===== config.mk =====
export PLATFORM = sky130hd
export DESIGN_NAME = pad_in_filter
export DESIGN_NICKNAME = d
export VERILOG_FILES = /design/src/rtl/pad_in_filter.sv
export SDC_FILE = /design/constraint.sdc
export NUM_CORES = 2
export LEC_CHECK = 0
export ABC_AREA = 1
export ABC_CLOCK_PERIOD_IN_PS = 3900
export BUFFER_PORTS_ARGS = -buffer_cell sky130_fd_sc_hd__buf_2
export CAP_MARGIN = 15
export CELL_PAD_IN_SITES_DETAIL_PLACEMENT = 1
export CELL_PAD_IN_SITES_GLOBAL_PLACEMENT = 1
export CORE_MARGIN = 1.5
export CORE_UTILIZATION = 45
export DETAILED_ROUTE_END_ITERATION = 8
export HOLD_SLACK_MARGIN = 0.05
export MAX_ROUTING_LAYER = met4
export PLACE_DENSITY = 0.78
export SYNTH_ARGS = -nofsm -noshare
export SYNTH_HDL_FRONTEND = slang
export SYNTH_SLANG_ARGS = --single-unit

===== constraint.sdc =====
create_clock -name clk_i -period 3.9 [get_ports clk_i]
set_input_delay 0.585 -clock clk_i [delete_from_list [all_inputs] [get_ports clk_i]]
set_output_delay 0.585 -clock clk_i [all_outputs]
set_load 0.02 [all_outputs]

===== src/rtl/pad_in_filter.sv =====
// pad_in_filter: per-pad synchroniser, optional debounce and edge pulses
// between the padring pad_in vector and the chip cio_*_i inputs.
//
// Ports:
//   clk_i           block clock
//   rst_ni          synchronous active-low reset
//   pad_in_i        raw asynchronous pad inputs
//   filter_en_i     per-pad debounce enable
//   filter_thresh_i shared debounce threshold T (level must persist T+1 cycles)
//   pad_in_o        conditioned pad values (registered)
//   rise_o/fall_o   one-cycle pulses the cycle after pad_in_o changes
//
// Optional macro PAD_IN_FILTER_WKUP_EN adds:
//   wkup_en_i       per-pad wakeup enable
//   wkup_clr_i      clears the sticky wakeup request
//   wkup_req_o      sticky wakeup request (set wins over clear)
module pad_in_filter #(
    parameter int                NPads      = 64,
    parameter int                CntW       = 8,
    parameter int                SyncStages = 2,
    parameter logic [NPads-1:0]  ResetVal   = '0
) (
    input  logic             clk_i,
    input  logic             rst_ni,
    input  logic [NPads-1:0] pad_in_i,
    input  logic [NPads-1:0] filter_en_i,
    input  logic [CntW-1:0]  filter_thresh_i,
    output logic [NPads-1:0] pad_in_o,
    output logic [NPads-1:0] rise_o,
    output logic [NPads-1:0] fall_o
`ifdef PAD_IN_FILTER_WKUP_EN
    ,
    input  logic [NPads-1:0] wkup_en_i,
    input  logic             wkup_clr_i,
    output logic             wkup_req_o
`endif
);

    logic [NPads-1:0] sync_q [SyncStages];
    logic [NPads-1:0] synced;
    logic [NPads-1:0] stable_q;
    logic [NPads-1:0] stable_d;
    logic [NPads-1:0] stable_dly;
    logic [CntW-1:0]  cnt_q [NPads];
    logic [CntW-1:0]  cnt_d [NPads];

    // Synchroniser chain, resettable like every other flop here.
    always_ff @(posedge clk_i) begin
        if (!rst_ni) begin
            for (int s = 0; s < SyncStages; s++) begin
                sync_q[s] <= ResetVal;
            end
        end else begin
            sync_q[0] <= pad_in_i;
            for (int s = 1; s < SyncStages; s++) begin
                sync_q[s] <= sync_q[s-1];
            end
        end
    end

    assign synced = sync_q[SyncStages-1];

    // Debounce: a mismatch is accepted once the count has reached T.
    // Using ">=" lets a lowered threshold take effect on the next
    // mismatch cycle; the count only grows while below T, so it
    // can never wrap.
    always_comb begin
        stable_d = stable_q;
        for (int i = 0; i < NPads; i++) begin
            cnt_d[i] = '0;
            if (!filter_en_i[i]) begin
                stable_d[i] = synced[i];
            end else if (synced[i] != stable_q[i]) begin
                if (cnt_q[i] >= filter_thresh_i) begin
                    stable_d[i] = synced[i];
                end else begin
                    cnt_d[i] = cnt_q[i] + 1'b1;
                end
            end
        end
    end

    always_ff @(posedge clk_i) begin
        if (!rst_ni) begin
            stable_q   <= ResetVal;
            stable_dly <= ResetVal;
            rise_o     <= '0;
            fall_o     <= '0;
            for (int i = 0; i < NPads; i++) begin
                cnt_q[i] <= '0;
            end
        end else begin
            stable_q   <= stable_d;
            stable_dly <= stable_q;
            rise_o     <= stable_q & ~stable_dly;
            fall_o     <= ~stable_q & stable_dly;
            for (int i = 0; i < NPads; i++) begin
                cnt_q[i] <= cnt_d[i];
            end
        end
    end

    assign pad_in_o = stable_q;

`ifdef PAD_IN_FILTER_WKUP_EN
    // Sticky request; a new enabled edge wins over a same-cycle clear.
    always_ff @(posedge clk_i) begin
        if (!rst_ni) begin
            wkup_req_o <= 1'b0;
        end else if (|((rise_o | fall_o) & wkup_en_i)) begin
            wkup_req_o <= 1'b1;
        end else if (wkup_clr_i) begin
            wkup_req_o <= 1'b0;
        end
    end
`endif

endmodule


==> run_results.csv <==
group,metric,value,unit
power_and_ir_drop,ir_worst_vdd,0.0002961,V
die,ioPinCount,330,
min_path,hold_path.class,"in -> reg",
critical_path,arrival,3.01,ns
timing,fmax,412.7,MHz
place,dp.cells,7385,
clock_network,clk_latency,0.68,ns
place,routabilityCongestion,0.7604,
grt,grt_start_max_net_pins,95,
clock_network,cts_tree,"built",
clock_network,ctsLongestPathBuffers,3,
grt,grt_antenna_before_repair,3,
timing,worstMarginPinSlew,0.8784,ns
synth,syn-num-nets,6505,
die,start_util,0.4561,
route,ant_nets,0,
timing,timing.final.ws_setup,1.477,ns
critical_path,worst-setup-path-type,"in -> reg",
route,post_drt_wl_per_cell,14.65,um
critical_path,endpoint_kind,"flip-flop",
synth,synth-edff-count,0,
synth,yosys_warnings,0,
timing,fin_skew,0.02577,ns
die,fp.dieH,316.5,um
timing,hold_viol,0,
die,core,0.09699,mm^2
synth,synthFlopType,"dfxtp_1",
route,via_per_inst,4.885,
finish,area_growth,16.61,%
grt,grt_first_pass_wirelength,185100,um
finish,post-route-util,0.5319,
finish,fin_cells,7607,
die,die_w,316.5,um
finish,multi_input_area,0.02293,mm^2
clock_network,numCtsBuffers,100,
timing,period_needed,2.423,ns
clock_network,cts_setup_buffers,0,
synth,synthTopCellsByArea,"dfxtp_1 (41%), ha_1 (16%), nand2_1 (11%), nor2_1 (9.0%), inv_1 (7.1%)",
clock_network,clockRootBuffer,"clkbuf_16",
route,first_iter_violations,1292,
critical_path,required,4.49,ns
synth,avgSynthCellArea,7.639,um^2
synth,synth_top_cell_area_share,0.4055,
grt,grt-ovfl-total,0,
timing,slew_headroom,0.4144,
finish,nNetsFinal,6958,
synth,syn_inst,5791,
timing,final-setup-viol-count,0,
clock_network,cts_resized,0,
die,rows,114,
route,routed_wl,111500,um
route,drt-pass1-iter-count,5,
finish,n_fill_cell,12180,
outcome,outcome,"complete, no violations",
timing,final_max_slew_viol_count,0,
synth,syn_area,0.04424,mm^2
job,cap_viol_max_count,0,
grt,grt_pass1_vias,38660,
finish,design_area,0.05159,mm^2
critical_path,start_kind,"primary input",
synth,ys_types,22,
route,vias,37160,
place,hpwl,75640,um
route,drc,0,
place,io_buffers,329,
critical_path,cp_max_fo,26,
grt,grt_use_total,0.2302,
timing,tns,0,ns
place,place_area,0.04770,mm^2
die,dieArea,0.1002,mm^2
power_and_ir_drop,powerDensity,409.7,mW/mm^2
finish,drive_gt1_frac,0.09480,
place,dpl_worst_slack,0.7369,ns
clock_network,cts_max_level,3,
clock_network,cts_sinks,896,
synth,ys_ff_latch,896,
timing,min_period_over_period,0.6213,
timing,rsz0062_at_grt,"no",
finish,layout.area.seq,0.01794,mm^2
power_and_ir_drop,p_leak,25.47,nW
synth,synth_top_area_cell,"dfxtp_1",
synth,async_flop_share,0,
clock_network,path_clk_slew,0.06,ns
synth,ys_seq_area_frac,0.4055,
==> worst paths after layout <==
path                            from       endpoint  slack, ns  cells past startpoint
setup / recovery  filter_thresh_i[1]  cnt_q[0][234]       1.48                     11
hold / removal          pad_in_i[41]  sync_q[0][41]        0.1                      3
setup reg to reg       cnt_q[0][246]  cnt_q[0][242]       2.15                      8
hold reg to reg       stable_dly[31]     rise_o[31]       0.40                      1
==> cells in the mapped netlist, drive strengths merged, types with 25 or more instances <==
library cell and number:
nand3 361, nand3b 33, nor2 1060, ha 576, o21ai 66, o21bai 25
nor3 51, a21oi 217, dfxtp 896, inv 842, or2 42, buf 42
nand2 1253, nand4 29, xnor2 118, xor2 175
==> cell type report <==
cell class,count,share of cell area
well taps,1276,0.03095
clock inverters,50,0.01244
flip-flops and latches,896,0.3477
multi-input cells,4011,0.4444
repair buffers,393,0.04647
inverters,842,0.06143
diodes,2,0.00009701
clock buffers,137,0.05649
==> flip-flops by register name, summed over array words and instances, names as in the netlist <==
| register | cells |
|---|---|
| cnt_q | 512 |
| sync_q | 128 |
| fall_o | 64 |
| pad_in_o | 64 |
| rise_o | 64 |
| stable_dly | 64 |
==> placed cells by master (no fill, tap or decap), types with 29 or more instances in the layout <==
cell and instances:
a21oi_1 217, o21ai_0 66, dfxtp_1 896, clkbuf_16 102, inv_1 835, xor2_1 175
nor3_1 49, clkinv_2 33, buf_2 327, or2_2 42, nand4_1 29, dlygate4sd3_1 33
nand3b_1 33, nand2_1 1253, nor2_1 1060, xnor2_1 118, nand3_1 347, ha_1 576
==> critical path: stages <==
cell and delay [ns]:
buf_2 0.09, clkinv_2 0.64, buf_12 0.45, ha_1 0.33
nand2_1 0.08, nor2_1 0.04, nor2_1 0.08, nand2_1 0.08
nand2_1 0.10, nand3_1 0.26, nor3_1 0.24
==> stage by stage <==
| step | hold WS (ns) | total power, mW |
|---|---|---|
| final | 0.09808 | 21.14 |
| after global routing | 0.07756 | 22.02 |
| after CTS | 0.05120 | 21.45 |
| after detailed placement | 0.4000 | 11.19 |
| after global placement | 0.3914 | 11.11 |
| after floorplan | 0.3905 | 10.59 |
==> layer usage <==
metal / track usage / routed length, um / vias up
li1: - / - / 19030
met1: 0.2674 / 49590 / 17600
met2: 0.4148 / 56520 / 363
met3: 0.02806 / 2903 / 161
met4: 0.06396 / 2445 / 0
met5: - / 0 / -
==> cells by family (layout without fill, tap and decap cells) <==
kind of cell | Yosys count | after routing | synth area share
simple gates | 2832 | 2832 | 0.2607
flops | 896 | 896 | 0.4055
compound gates | 310 | 310 | 0.03660
buf+inv | 884 | 1422 | 0.07631
other cells | 0 | 2 | 0
xor+xnor | 293 | 293 | 0.05801
fa+ha+maj | 576 | 576 | 0.1629
==> power by group <==
| part | internal (mW) | switching [mW] | total (mW) |
|---|---|---|---|
| sequential | 9.35 | 0.154 | 9.50 |
| clock | 6.15 | 3.99 | 10.1 |
| combinational | 0.531 | 0.967 | 1.50 |
| total | 16.0 | 5.11 | 21.1 |
==> timing repair <==
item,CTS,global route
endpoints found under the setup margin,0,0
hold buffers,33,0
endpoints found under the hold margin,33,0
Note: power is estimated with default switching activity, not from simulation.
